## src/rtl/btn_input_unit_pkg.sv

```systemverilog
// ----------------------------------------------------------------------------
// btn_input_unit_pkg
// Shared definitions for the button peripheral and the bus bridge that decodes
// it: base address, register offsets, default sizing and the register-select
// encoding used on btn_addr[2].
// No ports (package).
// ----------------------------------------------------------------------------
package btn_input_unit_pkg;

    // Base address of the button peripheral on the SoC I/O bus.
    localparam logic [31:0] BTN_BASE_ADDR        = 32'h1000_0000;

    // Register offsets within the peripheral window.
    localparam logic [31:0] BTN_LEVEL_OFFSET     = 32'h0000_0000;
    localparam logic [31:0] BTN_EVENT_OFFSET     = 32'h0000_0004;

    // Default sizing.
    localparam int unsigned BTN_NUM_DEFAULT      = 32'd5;
    localparam int unsigned BTN_DEBOUNCE_DEFAULT = 32'd20000;

    // The bridge compares the address bits under this mask against
    // BTN_BASE_ADDR; bit 2 is left for the peripheral's register select.
    localparam logic [31:0] BTN_DECODE_MASK      = 32'hFFFF_FFF8;

    // Register select carried on btn_addr[2].
    typedef enum logic {
        BTN_REG_LEVEL = 1'b0,
        BTN_REG_EVENT = 1'b1
    } btn_reg_e;

    // Bridge-side decode of the button window.
    function automatic logic btn_addr_hit(input logic [31:0] addr);
        return ((addr & BTN_DECODE_MASK) == BTN_BASE_ADDR);
    endfunction

endpackage

```

## src/rtl/btn_input_unit_debounce.sv

```systemverilog
// ----------------------------------------------------------------------------
// btn_debounce
// One button channel: a 2-flop synchroniser followed by a saturating run-length
// counter. The stable level follows the synchronised input only after it has
// disagreed with the stable level for DEBOUNCE_CYCLES consecutive clocks; any
// return to the stable value restarts the run from zero.
// Ports:
//   clk     - sole clock
//   rst_n   - synchronous active-low reset (clears all state)
//   button  - raw asynchronous input, active-high
//   stable  - debounced level (registered)
// ----------------------------------------------------------------------------
module btn_debounce
    import btn_input_unit_pkg::*;
#(
    parameter int unsigned DEBOUNCE_CYCLES = BTN_DEBOUNCE_DEFAULT
) (
    input  logic clk,
    input  logic rst_n,
    input  logic button,
    output logic stable
);

    localparam int unsigned       CNT_W    = $clog2(DEBOUNCE_CYCLES);
    localparam logic [CNT_W-1:0]  CNT_LAST = CNT_W'(DEBOUNCE_CYCLES - 32'd1);

    logic             meta_r;
    logic             sync_r;
    logic             stable_r;
    logic [CNT_W-1:0] cnt_r;
    logic             stable_next_s;
    logic [CNT_W-1:0] cnt_next_s;

    // Run-length count of disagreement; commit the new level at the terminal count.
    always_comb begin
        stable_next_s = stable_r;
        cnt_next_s    = {CNT_W{1'b0}};
        if (sync_r != stable_r) begin
            if (cnt_r == CNT_LAST) begin
                stable_next_s = sync_r;
                cnt_next_s    = {CNT_W{1'b0}};
            end else begin
                cnt_next_s    = cnt_r + CNT_W'(1);
            end
        end else begin
            cnt_next_s = {CNT_W{1'b0}};
        end
    end

    // Synchroniser chain, counter and stable level registers.
    always_ff @(posedge clk) begin
        if (!rst_n) begin
            meta_r   <= 1'b0;
            sync_r   <= 1'b0;
            cnt_r    <= {CNT_W{1'b0}};
            stable_r <= 1'b0;
        end else begin
            meta_r   <= button;
            sync_r   <= meta_r;
            cnt_r    <= cnt_next_s;
            stable_r <= stable_next_s;
        end
    end

    assign stable = stable_r;

endmodule

```

## src/rtl/btn_input_unit.sv

```systemverilog
// ----------------------------------------------------------------------------
// btn_input_unit
// Memory-mapped button peripheral. Debounces NUM_BTN raw buttons, latches
// rising edges of the debounced levels into sticky event flags, and exposes
// either the levels (addr[2]=0) or the flags (addr[2]=1) as read data.
// Flags are cleared by a write-1-to-clear store to the EVENT register; on a
// simultaneous set and clear of the same bit the set wins.
// Ports:
//   btn_clk           - sole clock
//   btn_rst           - synchronous active-low reset
//   btn_addr          - bus address; only bit 2 is decoded here
//   btn_we            - write strobe, already qualified by the bridge decode
//   btn_wdata         - write data; [NUM_BTN-1:0] is the clear mask
//   button            - raw asynchronous buttons, active-high
//   rdata_btn2bridge  - read data, combinational from registers
//   btn_event_any     - OR of all event flags
// ----------------------------------------------------------------------------
module btn_input_unit
    import btn_input_unit_pkg::*;
#(
    parameter int unsigned NUM_BTN         = BTN_NUM_DEFAULT,
    parameter int unsigned DEBOUNCE_CYCLES = BTN_DEBOUNCE_DEFAULT
) (
    input  logic               btn_clk,
    input  logic               btn_rst,
    input  logic [31:0]        btn_addr,
    input  logic               btn_we,
    input  logic [31:0]        btn_wdata,
    input  logic [NUM_BTN-1:0] button,
    output logic [31:0]        rdata_btn2bridge,
    output logic               btn_event_any
);

    logic [NUM_BTN-1:0] level_s;
    logic [NUM_BTN-1:0] prev_r;
    logic [NUM_BTN-1:0] event_r;
    logic [NUM_BTN-1:0] event_next_s;
    logic [NUM_BTN-1:0] rise_s;
    logic [NUM_BTN-1:0] clr_s;
    logic [31:0]        rdata_s;
    btn_reg_e           reg_sel_s;
    logic               unused_bits_s;

    assign reg_sel_s = btn_reg_e'(btn_addr[2]);

    // Address and data bits outside the decoded field are deliberately ignored.
    assign unused_bits_s = &{1'b0, btn_addr[31:3], btn_addr[1:0], btn_wdata[31:NUM_BTN]};

    for (genvar i = 0; i < NUM_BTN; i++) begin : g_btn
        btn_debounce #(
            .DEBOUNCE_CYCLES (DEBOUNCE_CYCLES)
        ) u_debounce (
            .clk    (btn_clk),
            .rst_n  (btn_rst),
            .button (button[i]),
            .stable (level_s[i])
        );
    end

    // Rising-edge detect and W1C flag update; set is ORed in last so it wins.
    always_comb begin
        rise_s = level_s & ~prev_r;
        if (btn_we && (reg_sel_s == BTN_REG_EVENT)) begin
            clr_s = btn_wdata[NUM_BTN-1:0];
        end else begin
            clr_s = {NUM_BTN{1'b0}};
        end
        event_next_s = (event_r & ~clr_s) | rise_s;
    end

    // Previous-level and sticky event flag registers.
    always_ff @(posedge btn_clk) begin
        if (!btn_rst) begin
            prev_r  <= {NUM_BTN{1'b0}};
            event_r <= {NUM_BTN{1'b0}};
        end else begin
            prev_r  <= level_s;
            event_r <= event_next_s;
        end
    end

    // Zero-latency read mux; the bridge samples read data asynchronously.
    always_comb begin
        rdata_s = 32'h0000_0000;
        case (reg_sel_s)
            BTN_REG_LEVEL: rdata_s[NUM_BTN-1:0] = level_s;
            BTN_REG_EVENT: rdata_s[NUM_BTN-1:0] = event_r;
            default:       rdata_s = 32'h0000_0000;
        endcase
    end

    assign rdata_btn2bridge = rdata_s;
    assign btn_event_any    = |event_r;

endmodule

```

## config.mk

```make
export PLATFORM = sky130hd
export DESIGN_NAME = btn_input_unit
export DESIGN_NICKNAME = d
export VERILOG_FILES = /design/src/rtl/btn_input_unit_pkg.sv /design/src/rtl/btn_input_unit_debounce.sv /design/src/rtl/btn_input_unit.sv
export SDC_FILE = /design/constraint.sdc
export NUM_CORES = 1
export LEC_CHECK = 0
export CAP_MARGIN = 20
export CORE_MARGIN = 3
export CORE_UTILIZATION = 40
export DETAILED_ROUTE_END_ITERATION = 10
export GPL_TIMING_DRIVEN = 1
export PLACE_DENSITY = 0.74
export RECOVER_POWER = 100
export SLEW_MARGIN = 5
export SYNTH_ARGS = -nofsm -noshare
export SYNTH_HDL_FRONTEND = slang
export SYNTH_HIERARCHICAL = 1
export SYNTH_SLANG_ARGS = --single-unit
```

## constraint.sdc

```tcl
create_clock -name btn_clk -period 1.71 [get_ports btn_clk]
set_input_delay 0.342 -clock btn_clk [delete_from_list [all_inputs] [get_ports btn_clk]]
set_output_delay 0.342 -clock btn_clk [all_outputs]
set_load 0.05 [all_outputs]
```

==> flow_metrics.py <==
metrics = {
    "outcome": {
        "status": "finished, final reports clean",
    },
    "global_route": {
        "grt_max_degree": 32,
        "grt_pass1_vias": 3122,
        "grt.overflow.total": 0,
        "grt_usage": 0.132,
        "antenna_found_initial": 0,
        "grt_first_pass_wirelength_um": 13900,
    },
    "power": {
        "peakVddDrop_v": 0.000668,
        "p_per_area_nw_per_um2": 913,
        "power.leakage_nw": 1.96,
        "p_total_mw": 4.81,
    },
    "sta": {
        "final_hold_viol_count": 0,
        "slew_viol_final": 0,
        "rsz0062_at_grt": "false",
        "timing.fmax_ghz": 0.620,
        "worst_clock_skew_ps": 8.60,
        "min_period_over_period": 0.944,
        "fin_crit_ps": 1610,
        "setup_violations": 0,
    },
    "yosys": {
        "synth_warnings": 6,
        "synth_seq_cells": 100,
        "ys_seq_area_frac": 0.439,
        "synth-edff-count": 0,
        "synth.cell_area_sq_um": 4560,
        "dominantRegCellSynth": "dfxtp_1",
        "syn-instance-count": 488,
        "synthArstFlopShare": 0,
        "synth_cell_type_count": 31,
        "avgSynthCellArea_sq_um": 9.35,
    },
    "die": {
        "die_h_um": 113,
        "coreArea_sq_um": 11000,
        "rows": 38,
        "die_x_um": 113,
        "dieArea_sq_um": 12700,
        "pin_count": 105,
        "initial_core_util": 0.415,
    },
    "drt": {
        "top_layer_used": "met4",
        "wire_per_inst_um": 12.3,
        "ant_nets": 0,
        "drt_first_pass_iters": 5,
        "dr_wl_met2_um": 4110,
        "viasPerCell": 5.04,
        "wl_um": 8210,
        "met3_length_um": 356,
        "wl_met1_um": 3600,
        "drt_iter0_drc": 104,
        "drc": 0,
        "num_vias": 3374,
    },
    "setup_path": {
        "critPathRequiredTime_ps": 1370,
        "r2r_slack_ps": 130,
        "cp-start-kind": "input pin",
        "crit_start": "btn_addr[2]",
        "r2r-start": "g_btn[1].u_debounce/cnt_r[0]",
        "path_class": "input pin to output port",
        "r2r_cells": 6,
        "reg2reg_to": "g_btn[1].u_debounce/cnt_r[11]",
        "arrival_ps": 1270,
        "endpoint": "rdata_btn2bridge[2]",
        "end_kind": "output port",
        "critPathMaxFanout": 8,
    },
    "cells_and_area": {
        "layout-drive-gt1-share": 0.119,
        "syn_to_final_growth_pct": 15.4,
        "postLayoutCoreUtil": 0.479,
        "diodes": 0,
        "num-nets-final": 603,
        "final_cell_area_sq_um": 5270,
    },
    "cts": {
        "htreeDepth": 3,
        "clock_latency_ps": 340,
        "cts.sinks": 100,
        "clkTransAtPathRegs_ps": 60,
        "cts_made_buffers": 9,
        "clockRootBuffer": "clkbuf_16",
        "holdBufCountCts": 0,
        "cts_buffer_depth": 2,
        "cts_tree": "done",
    },
    "hold_path": {
        "hold_path.class": "flop to flop",
    },
    "placed_design": {
        "gp_congestion": 0.807,
        "io_buffers": 19,
        "hpwl_um": 5810,
        "dpl_cell_area_sq_um": 4870,
    },
    "flow_run": {
        "maxCapViolCount": 0,
    },
}
registers in the layout, indices dropped and copies added (netlist names):
register / cells
prev_r: 5
g_btn.u_debounce/meta_r: 5
g_btn.u_debounce/sync_r: 5
event_r: 5
g_btn.u_debounce/cnt_r: 75
g_btn.u_debounce/stable: 5
cell usage in the layout, fill, tap and decap left out, types with 9 or more instances in the layout:
master / Yosys / layout
dfxtp_1: 100 / 100
nand2_1: 11 / 12
nand4_1: 20 / 20
inv_1: 16 / 16
nor3_1: 26 / 26
nor4_1: 15 / 15
nand3_1: 30 / 30
clkbuf_16: 0 / 9
nor2_2: 10 / 9
and3_1: 10 / 10
clkdlybuf4s50_1: 0 / 11
conb_1: 1 / 27
buf_4: 32 / 10
and2_1: 15 / 15
nor2_1: 61 / 62
xnor2_1: 40 / 40
xor2_1: 25 / 25
where the power goes:
group          internal (mW)  leakage (nW)  switching (mW)
logic                 0.0607         0.985           0.178
clock network           1.40         0.165           0.825
registers               2.34         0.808         0.00738
cell families (layout without fill, tap and decap cells):
group           Yosys count  after routing  synth area share
mux                      10             10            0.0233
fa+ha+maj                 5              5            0.0137
other cells               1             27          0.000822
simple gates            238            238             0.292
xor+xnor                 65             65             0.125
flops                   100            100             0.439
buf+inv                  49             65            0.0683
compound gates           20             20            0.0384
area by class of cell:
cell class / count / area [sq um]
flip-flops and latches: 100 / 2000
clock inverters: 3 / 68.8
inverters: 16 / 60.1
well taps: 140 / 175
repair buffers: 34 / 340
clock buffers: 12 / 267
multi-input cells: 365 / 2350
fillers: 1039 / 5720
layer usage:
| layer | vias up | GRT usage |
|---|---|---|
| met5 | - | 0 |
| met4 | 0 | 0.0497 |
| met3 | 14 | 0.0380 |
| met2 | 74 | 0.230 |
| met1 | 1587 | 0.154 |
| li1 | 1699 | - |
cells in the mapped netlist (all sizes together) (10+ instances only):
master,count,area (sq um)
and3,10,62.6
and2,15,93.8
inv,16,60.1
dfxtp,100,2000
nor3,26,130
nor4,15,93.8
buf,33,251
xnor2,40,350
xor2,25,219
nand3,35,200
nand2,16,72.6
nor2,71,292
nand4,25,188
through the flow:
step / hold slack (ps) / setup WS, ps / instances / TNS, ps
after floorplan: 412 / 286 / 514 / 0
after global placement: 415 / -187 / 651 / -859
after detailed placement: 422 / -185 / 651 / -833
after CTS: 440 / 72.6 / 667 / 0
after global routing: 449 / 12.2 / 670 / 0
final: 435 / 96.5 / 670 / 0
what timing repair did:
| action | in CTS | in global routing |
|---|---|---|
| setup endpoints to repair | 5 | 1 |
| pin swaps | 0 | 1 |
| setup buffers | 1 | 3 |
| endpoints found under the hold margin | 0 | 0 |
| gates resized for setup | 14 | 1 |
worst min-delay path by stage:
stage,start,to,slack (ps),depth (start not counted)
2_1_floorplan,g_btn[0].u_debounce/meta_r,g_btn[0].u_debounce/sync_r,410,1
3_3_place_gp,g_btn[0].u_debounce/meta_r,g_btn[0].u_debounce/sync_r,420,1
3_5_place_dp,g_btn[1].u_debounce/meta_r,g_btn[1].u_debounce/sync_r,420,1
4_1_cts,g_btn[4].u_debounce/meta_r,g_btn[4].u_debounce/sync_r,440,1
5_1_grt,g_btn[3].u_debounce/meta_r,g_btn[3].u_debounce/sync_r,450,1
6_report,g_btn[4].u_debounce/meta_r,g_btn[4].u_debounce/sync_r,440,1
worst max-delay path, stage by stage:
cell and delay, ps:
dlygate4sd2_1 210, buf_6 150, mux2_1 390, buf_8 170
Note: power is estimated with default switching activity, not from simulation.
